**src/rtl/exu_mul_pipe.sv**
```systemverilog
// exu_mul_pipe: parametrised, fully pipelined integer multiplier for the EXU.
// Ports:
//   clk, rst_l (sync, active-low)
//   freeze     holds every stage
//   flush      kills in-flight ops and any op presented this cycle
//   in_valid   op issue strobe
//   rs1_sign / rs2_sign / low / in_tag / a / b   op fields
//   rs1_byp_sel / rs2_byp_sel   0=a/b, 1=lsu, 2=vp, 3=a/b
//   lsu_result / rs*_vp_result  late bypass data, live in stage 1
//   out_valid / out_tag / out   result bundle (zeroed when invalid)
//   busy       any stage holds a valid op
module exu_mul_pipe #(
    parameter int XLEN       = 32,
    parameter int NUM_STAGES = 3,
    parameter int TAG_W      = 5
) (
    input  logic             clk,
    input  logic             rst_l,
    input  logic             freeze,
    input  logic             flush,
    input  logic             in_valid,
    input  logic             rs1_sign,
    input  logic             rs2_sign,
    input  logic             low,
    input  logic [TAG_W-1:0] in_tag,
    input  logic [XLEN-1:0]  a,
    input  logic [XLEN-1:0]  b,
    input  logic [1:0]       rs1_byp_sel,
    input  logic [1:0]       rs2_byp_sel,
    input  logic [XLEN-1:0]  lsu_result,
    input  logic [XLEN-1:0]  rs1_vp_result,
    input  logic [XLEN-1:0]  rs2_vp_result,
    output logic             out_valid,
    output logic [TAG_W-1:0] out_tag,
    output logic [XLEN-1:0]  out,
    output logic             busy
);

    // Number of product registers behind the operand register.
    localparam int NP = NUM_STAGES - 2;
    localparam int PW = 2 * XLEN;

    // Stage 0: input register
    logic             s0_valid;
    logic [XLEN-1:0]  s0_a;
    logic [XLEN-1:0]  s0_b;
    logic             s0_rs1_sign;
    logic             s0_rs2_sign;
    logic             s0_low;
    logic [TAG_W-1:0] s0_tag;
    logic [1:0]       s0_sel1;
    logic [1:0]       s0_sel2;

    // Stage 1 -> 2: extended operand register
    logic             s1_valid;
    logic [XLEN:0]    s1_opa;
    logic [XLEN:0]    s1_opb;
    logic             s1_low;
    logic [TAG_W-1:0] s1_tag;

    // Product registers
    logic [NP-1:0]    p_valid;
    logic [NP-1:0]    p_low;
    logic [PW-1:0]    p_data [NP];
    logic [TAG_W-1:0] p_tag  [NP];

    logic [XLEN-1:0]  op1;
    logic [XLEN-1:0]  op2;
    logic [XLEN:0]    opa;
    logic [XLEN:0]    opb;
    logic [PW-1:0]    ext_a;
    logic [PW-1:0]    ext_b;
    logic [PW-1:0]    prod;
    logic             take;

    assign take = in_valid & ~freeze & ~flush;

    // Late bypass: load / VP data arrive the cycle after issue.
    always_comb begin
        op1 = s0_a;
        case (s0_sel1)
            2'd1:    op1 = lsu_result;
            2'd2:    op1 = rs1_vp_result;
            default: op1 = s0_a;
        endcase
    end

    always_comb begin
        op2 = s0_b;
        case (s0_sel2)
            2'd1:    op2 = lsu_result;
            2'd2:    op2 = rs2_vp_result;
            default: op2 = s0_b;
        endcase
    end

    assign opa = {s0_rs1_sign & op1[XLEN-1], op1};
    assign opb = {s0_rs2_sign & op2[XLEN-1], op2};

    // Low 2*XLEN bits of the signed (XLEN+1)-bit product equal the
    // product of the operands sign-extended to 2*XLEN bits.
    assign ext_a = {{(XLEN-1){s1_opa[XLEN]}}, s1_opa};
    assign ext_b = {{(XLEN-1){s1_opb[XLEN]}}, s1_opb};
    assign prod  = ext_a * ext_b;

    // Valid chain: clocks every cycle; flush beats freeze.
    always_ff @(posedge clk) begin
        if (!rst_l || flush) begin
            s0_valid <= 1'b0;
            s1_valid <= 1'b0;
            p_valid  <= '0;
        end else if (!freeze) begin
            s0_valid   <= in_valid;
            s1_valid   <= s0_valid;
            p_valid[0] <= s1_valid;
            for (int i = 1; i < NP; i++) begin
                p_valid[i] <= p_valid[i-1];
            end
        end
    end

    // Data chain: enable-style flops, loaded only behind a valid op.
    always_ff @(posedge clk) begin
        if (!freeze) begin
            if (take) begin
                s0_a        <= a;
                s0_b        <= b;
                s0_rs1_sign <= rs1_sign;
                s0_rs2_sign <= rs2_sign;
                s0_low      <= low;
                s0_tag      <= in_tag;
                s0_sel1     <= rs1_byp_sel;
                s0_sel2     <= rs2_byp_sel;
            end
            if (s0_valid) begin
                s1_opa <= opa;
                s1_opb <= opb;
                s1_low <= s0_low;
                s1_tag <= s0_tag;
            end
            if (s1_valid) begin
                p_data[0] <= prod;
                p_low[0]  <= s1_low;
                p_tag[0]  <= s1_tag;
            end
            for (int i = 1; i < NP; i++) begin
                if (p_valid[i-1]) begin
                    p_data[i] <= p_data[i-1];
                    p_low[i]  <= p_low[i-1];
                    p_tag[i]  <= p_tag[i-1];
                end
            end
        end
    end

    assign out_valid = p_valid[NP-1];
    assign out_tag   = out_valid ? p_tag[NP-1] : '0;
    assign out       = !out_valid    ? '0 :
                       p_low[NP-1]   ? p_data[NP-1][XLEN-1:0] :
                                       p_data[NP-1][PW-1:XLEN];
    assign busy      = s0_valid | s1_valid | (|p_valid);

endmodule

```
**config.mk**
```make
export PLATFORM = sky130hd
export DESIGN_NAME = exu_mul_pipe
export DESIGN_NICKNAME = d
export VERILOG_FILES = /design/src/rtl/exu_mul_pipe.sv
export SDC_FILE = /design/constraint.sdc
export NUM_CORES = 2
export LEC_CHECK = 0
export ABC_AREA = 1
export CAP_MARGIN = 20
export CORE_MARGIN = 4
export CORE_UTILIZATION = 60
export CTS_CLUSTER_SIZE = 14
export DETAILED_ROUTE_END_ITERATION = 12
export PLACE_DENSITY_LB_ADDON = 0.05
export SLEW_MARGIN = 30
export SYNTH_ARGS = -nofsm -noshare
export SYNTH_HDL_FRONTEND = slang
export SYNTH_SLANG_ARGS = --single-unit
```
**constraint.sdc**
```tcl
create_clock -name clk -period 9.9 [get_ports clk]
set_input_delay 0.99 -clock clk [delete_from_list [all_inputs] [get_ports clk]]
set_output_delay 0.99 -clock clk [all_outputs]
set_load 0.03 [all_outputs]
```
After elaboration in Yosys (flattened, before gate mapping)
Memory sizes are Yosys's and may differ from the RTL's.
Cells that the tools add are included.
{ "word_totals": {"regBits": 152, "mem_bits_rw": 69, "wordCells": 44, "memories": 2} }
{ "mem_list": {"columns": ["name", "depth", "width", "rd", "rd_clocked_by_memory_dff", "write_ports", "line_no", "source"], "rows": [
  ["p_data", 1, 64, 1, 0, 1, "64", "logic [PW-1:0] p_data [NP];"],
  ["p_tag", 1, 5, 1, 0, 1, "65", "logic [TAG_W-1:0] p_tag [NP];"]
]} }
{ "classes": {"bitwise": 8, "mul": 1, "reduce_logical": 5, "eq_ne": 4, "mux": 8} }
{ "ops": {"columns": ["cell", "count"], "rows": [
  ["$pmux W32 S2", 2],
  ["$mul A33 B33 Y64", 1],
  ["$mux W32", 2],
  ["$reduce_and A2 Y1", 3],
  ["$mux W5", 1],
  ["$and A1 B1 Y1", 4],
  ["$eq A2 B1 Y1 const B", 2],
  ["$eq A2 B2 Y1 const B", 2],
  ["$mux W1", 3],
  ["$not A1 Y1", 2],
  ["$or A1 B1 Y1", 2],
  ["$logic_not A1 Y1", 1],
  ["$logic_or A1 B1 Y1", 1]
]} }

Longest topological paths before layout
{ "depth": {"ltp_word": 4, "mapped_depth": 32, "ltp_nobuf": 30} }

Worst setup path before layout
Ideal clock, no wire load.
{ "synth_timing": {"path_type": "reg-to-reg", "startpoint": "reg s1_opa[32]", "endpoint": "mem p_data[0][57] in the netlist's numbering (data pin)", "synth_period_minus_slack_ps": 7493, "arrival_ps": 7240, "required_time_ps": 9647, "setup_ps": 253, "path_buffers": 2, "path_slack_ps": 2407, "stages_incl_launch_ff": 25, "cell_sequence": "edfxtp_1 clkbuf_1 clkbuf_1 nand2_1 inv_1 fa_1 fa_1 fa_1 inv_1 fa_1 inv_1 fa_1 fa_1 inv_1 fa_1 fa_1 inv_1 ha_1 nand2_1 nor2_1 inv_1 nor4_1 nand3_1 nand4_1 nand2_1"} }
{ "synth_between": {"elab_chain_len": 1} }
{ "synth_rtl": {"columns": ["element", "line_no", "source"], "rows": [
  ["start: declaration", "56", "logic [XLEN:0] s1_opa;"],
  ["start signal: assignment", "136", "s1_opa <= opa;"],
  ["$mul A33 B33 Y64", "104", "assign prod = ext_a * ext_b;"],
  ["named net prod[57]", "73", "logic [PW-1:0] prod;"],
  ["end: declaration", "64", null]
]} }
The timed path passes the listed nets, and every way through them passes these cells.

Final worst setup path
{ "layout_timing": {"startpoint": "reg s1_opb[3]", "endpoint": "mem p_data[0][54] in the netlist's numbering (data pin)"} }
{ "layout_between": {"elab_chain_len": 1} }
{ "layout_rtl": {"columns": ["element", "line_no", "source"], "rows": [
  ["start: declaration", "57", "logic [XLEN:0] s1_opb;"],
  ["start signal: assignment", "137", "s1_opb <= opb;"],
  ["$mul A33 B33 Y64", "104", null],
  ["named net prod[54]", "73", null]
]} }
The timed path passes the listed nets, and every way through them passes these cells.

==> run_results.csv <==
group,metric,value,unit
run_status,status,"finished clean",
setup_path,cp_num_buf_inv,7,
timing,tns,0,ps
timing,worstMarginPinSlew,1057,ps
grt,grt_max_degree,67,
min_path,hold_class,"flop to flop",
synthesis,yosys_warnings,0,
floorplan,fp.dieW,293.7,um
synthesis,synth_area_leaders,"fa_1 (46%), inv_1 (14%), edfxtp_1 (13%)",
clock_network,post_cts_buffers,0,
setup_path,path_delay_family,"adder cells",
clock_network,ctsLongestPathBuffers,3,
placed_design,post-place-ws,1706,ps
floorplan,dieArea,86250,um2
drt,drtIter0Drc,2829,
setup_path,cp-start-kind,"flop",
synthesis,synth_compound_area_frac,0.03419,
setup_path,cp_slowest_stage_delay,940,ps
grt,first_global_vias,40480,
setup_path,cpMostUsedCell,"fa_1",
synthesis,synth-edff-count,218,
timing,hold_viol_final,0,
drt,drc,0,
floorplan,die_h,293.7,um
drt,dr.pass1.iters,6,
synthesis,synth_area_leader_cell,"fa_1",
drt,viasPerCell,5.297,
clock_network,postCtsHoldBufs,0,
drt,ant_nets,0,
synthesis,synthMostInstantiatedCell,"inv_1",
clock_network,cts.clk_slew.worst_paths,70,ps
setup_path,required,10240,ps
final_layout,antenna_cells,0,
flow_run,cap_violations,0,
drt,wirelength,141700,um
setup_path,end_kind,"flop",
placed_design,post-dp-hpwl,116400,um
synthesis,synth_fa_ha_area_frac,0.5151,
floorplan,core_region_area,80680,um2
synthesis,yosys.area_share.simple,0.1492,
clock_network,clk_latency,630,ps
floorplan,start_util,0.6070,
setup_path,crit_type,"flop to flop",
synthesis,synthDistinctLibCells,38,
synthesis,synth-seq-cells,221,
final_layout,layout-drive-gt1-share,0.03434,
timing,period_share,0.8415,
synthesis,async_reset_ff_frac,0,
synthesis,syn_nets,7366,
synthesis,synth_ff_type,"edfxtp_1",
setup_path,worst-path-max-fanout,17,
synthesis,synthXorXnorAreaFrac,0.007512,
grt,grt_usage,0.3451,
synthesis,yosysSeqAreaShare,0.1349,
final_layout,syn2layout_area_growth,8.375,%
drt,num_vias,36930,
grt,grt_pass1_wl,227300,um
timing,period_needed,8331,ps
synthesis,syn_avg_cell_area,8.374,um2
placed_design,gp_congestion,0.9417,
timing,setup_violations,0,
synthesis,synth_area,48970,um2
grt,gr-total-overflow,0,
floorplan,rows,104,
grt,antenna_found_initial,0,
setup_path,worst_path_max_delay_cell,"fa_1",
drt,wire_per_inst,20.33,um
synthesis,synthTopCellsByCount,"inv_1 (1,775), nand2_1 (1,425), fa_1 (1,125)",
timing,slew_headroom,0.2955,
synthesis,synthMuxAreaShare,0,
synthesis,synth_top_family_by_area,"adder cells",
synthesis,synthCells,5848,
timing,setup_ws,1569,ps
clock_network,cts_buffers,28,
timing,fmax,0.1200,GHz
timing,slew_viol_final,0,
setup_path,crit_arrival,8670,ps
clock_network,cts_root_buffer,"clkbuf_16",
clock_network,cts.sinks,221,
final_layout,layout.nets,7410,
timing,rsz0062_at_grt,"false",
floorplan,ioPinCount,216,
synthesis,synth_top_area_share,0.4599,
clock_network,cts_tree,"built",
timing,fin_skew,54.07,ps
clock_network,htreeDepth,1,
placed_design,port-buffer-count,215,
clock_network,cts_resized,0,
-- path summary, 6_finish.rpt --
path / startpoint / to / slack (ps) / cells after the start
setup / recovery: s1_opb[3] / p_data[0][54] / 1570 / 25
hold / removal: s1_tag[0] / p_tag[0][0] / 410 / 0
setup reg to reg: s1_opb[3] / p_data[0][54] / 1570 / 25
hold reg to reg: s1_tag[0] / p_tag[0][0] / 410 / 0
-- cells by family after synthesis --
| group | count (synthesis) |
|---|---|
| compound gates | 316 |
| xor+xnor | 42 |
| fa+ha+maj | 1341 |
| buf+inv | 2075 |
| flops | 221 |
| simple gates | 1853 |
-- layout make-up --
class	count	area, um2
tap	1060	1326
fill	6961	27610
inverter	1776	6666
multi-input combinational	3552	34590
timing repair buffer	313	2957
clock buffer	31	711.9
clock inverter	19	214.0
sequential	221	6606
-- flip-flops by register name, summed over array words and instances (netlist names), 2 cells and up --
| signal | cells |
|---|---|
| p_tag | 5 |
| s0_sel2 | 2 |
| s1_opb | 33 |
| s1_tag | 5 |
| s1_opa | 33 |
| p_data | 64 |
| s0_b | 32 |
| s0_a | 32 |
| s0_sel1 | 2 |
| s0_tag | 5 |
-- routing by layer --
metal	global-route usage	vias up	wire length [um]
li1	-	16520	-
met1	0.4524	18390	55630
met2	0.5683	1651	66850
met3	0.06438	373	11810
met4	0.1525	0	7452
met5	0	-	0
-- through the flow --
stage | instance area, um2 | hold WS [ps] | std cells | util
floorplan | 48970 | 400.3 | 5848 | -
global placement | 52020 | 401.2 | 6913 | 0.6448
detailed placement | 52050 | 404.5 | 6915 | 0.6451
CTS | 52970 | 408.3 | 6965 | 0.6566
global route | 53070 | 422.2 | 6972 | 0.6578
finish | 53070 | 405.9 | 6972 | 0.6578
-- worst register-to-register path, stage by stage (launching register included) --
cell	delay, ps
edfxtp_1	890
nand2_1	220
inv_1	180
fa_1	460
fa_1	520
fa_2	550
buf_4	200
inv_1	130
fa_1	940
inv_1	330
fa_1	530
fa_1	500
fa_1	490
inv_1	50
fa_1	470
inv_1	40
ha_1	450
nand2_1	130
nor2_1	160
inv_1	90
nor2_2	140
nand2_1	130
nor3_1	160
nand2_1	140
nand4_1	100
nand2_1	70
-- cells in the final DEF, fill, tap and decap left out, types with 3 or more instances in the layout --
cell,count
or2_2,9
nor3_1,7
a21boi_0,3
nand3_2,10
a21o_1,5
nand3b_1,4
inv_1,1773
bufinv_16,3
nand3_1,65
clkinv_2,5
o21bai_1,12
buf_8,6
clkdlybuf4s50_1,215
nor2_4,3
nor2_1,274
nor2_2,16
o21ai_0,75
buf_6,3
nand4_1,19
ha_1,216
xor2_1,36
buf_4,88
clkbuf_1,3
xnor2_1,6
dfxtp_1,3
o21ai_1,9
nand2_2,14
clkbuf_16,28
nand2_1,1425
fa_1,1124
clkinv_1,5
a21oi_1,205
edfxtp_1,218
Power is left out: the tool's default activity adds up to more than one toggle a clock period on the data nets, which glitch-free logic cannot reach.
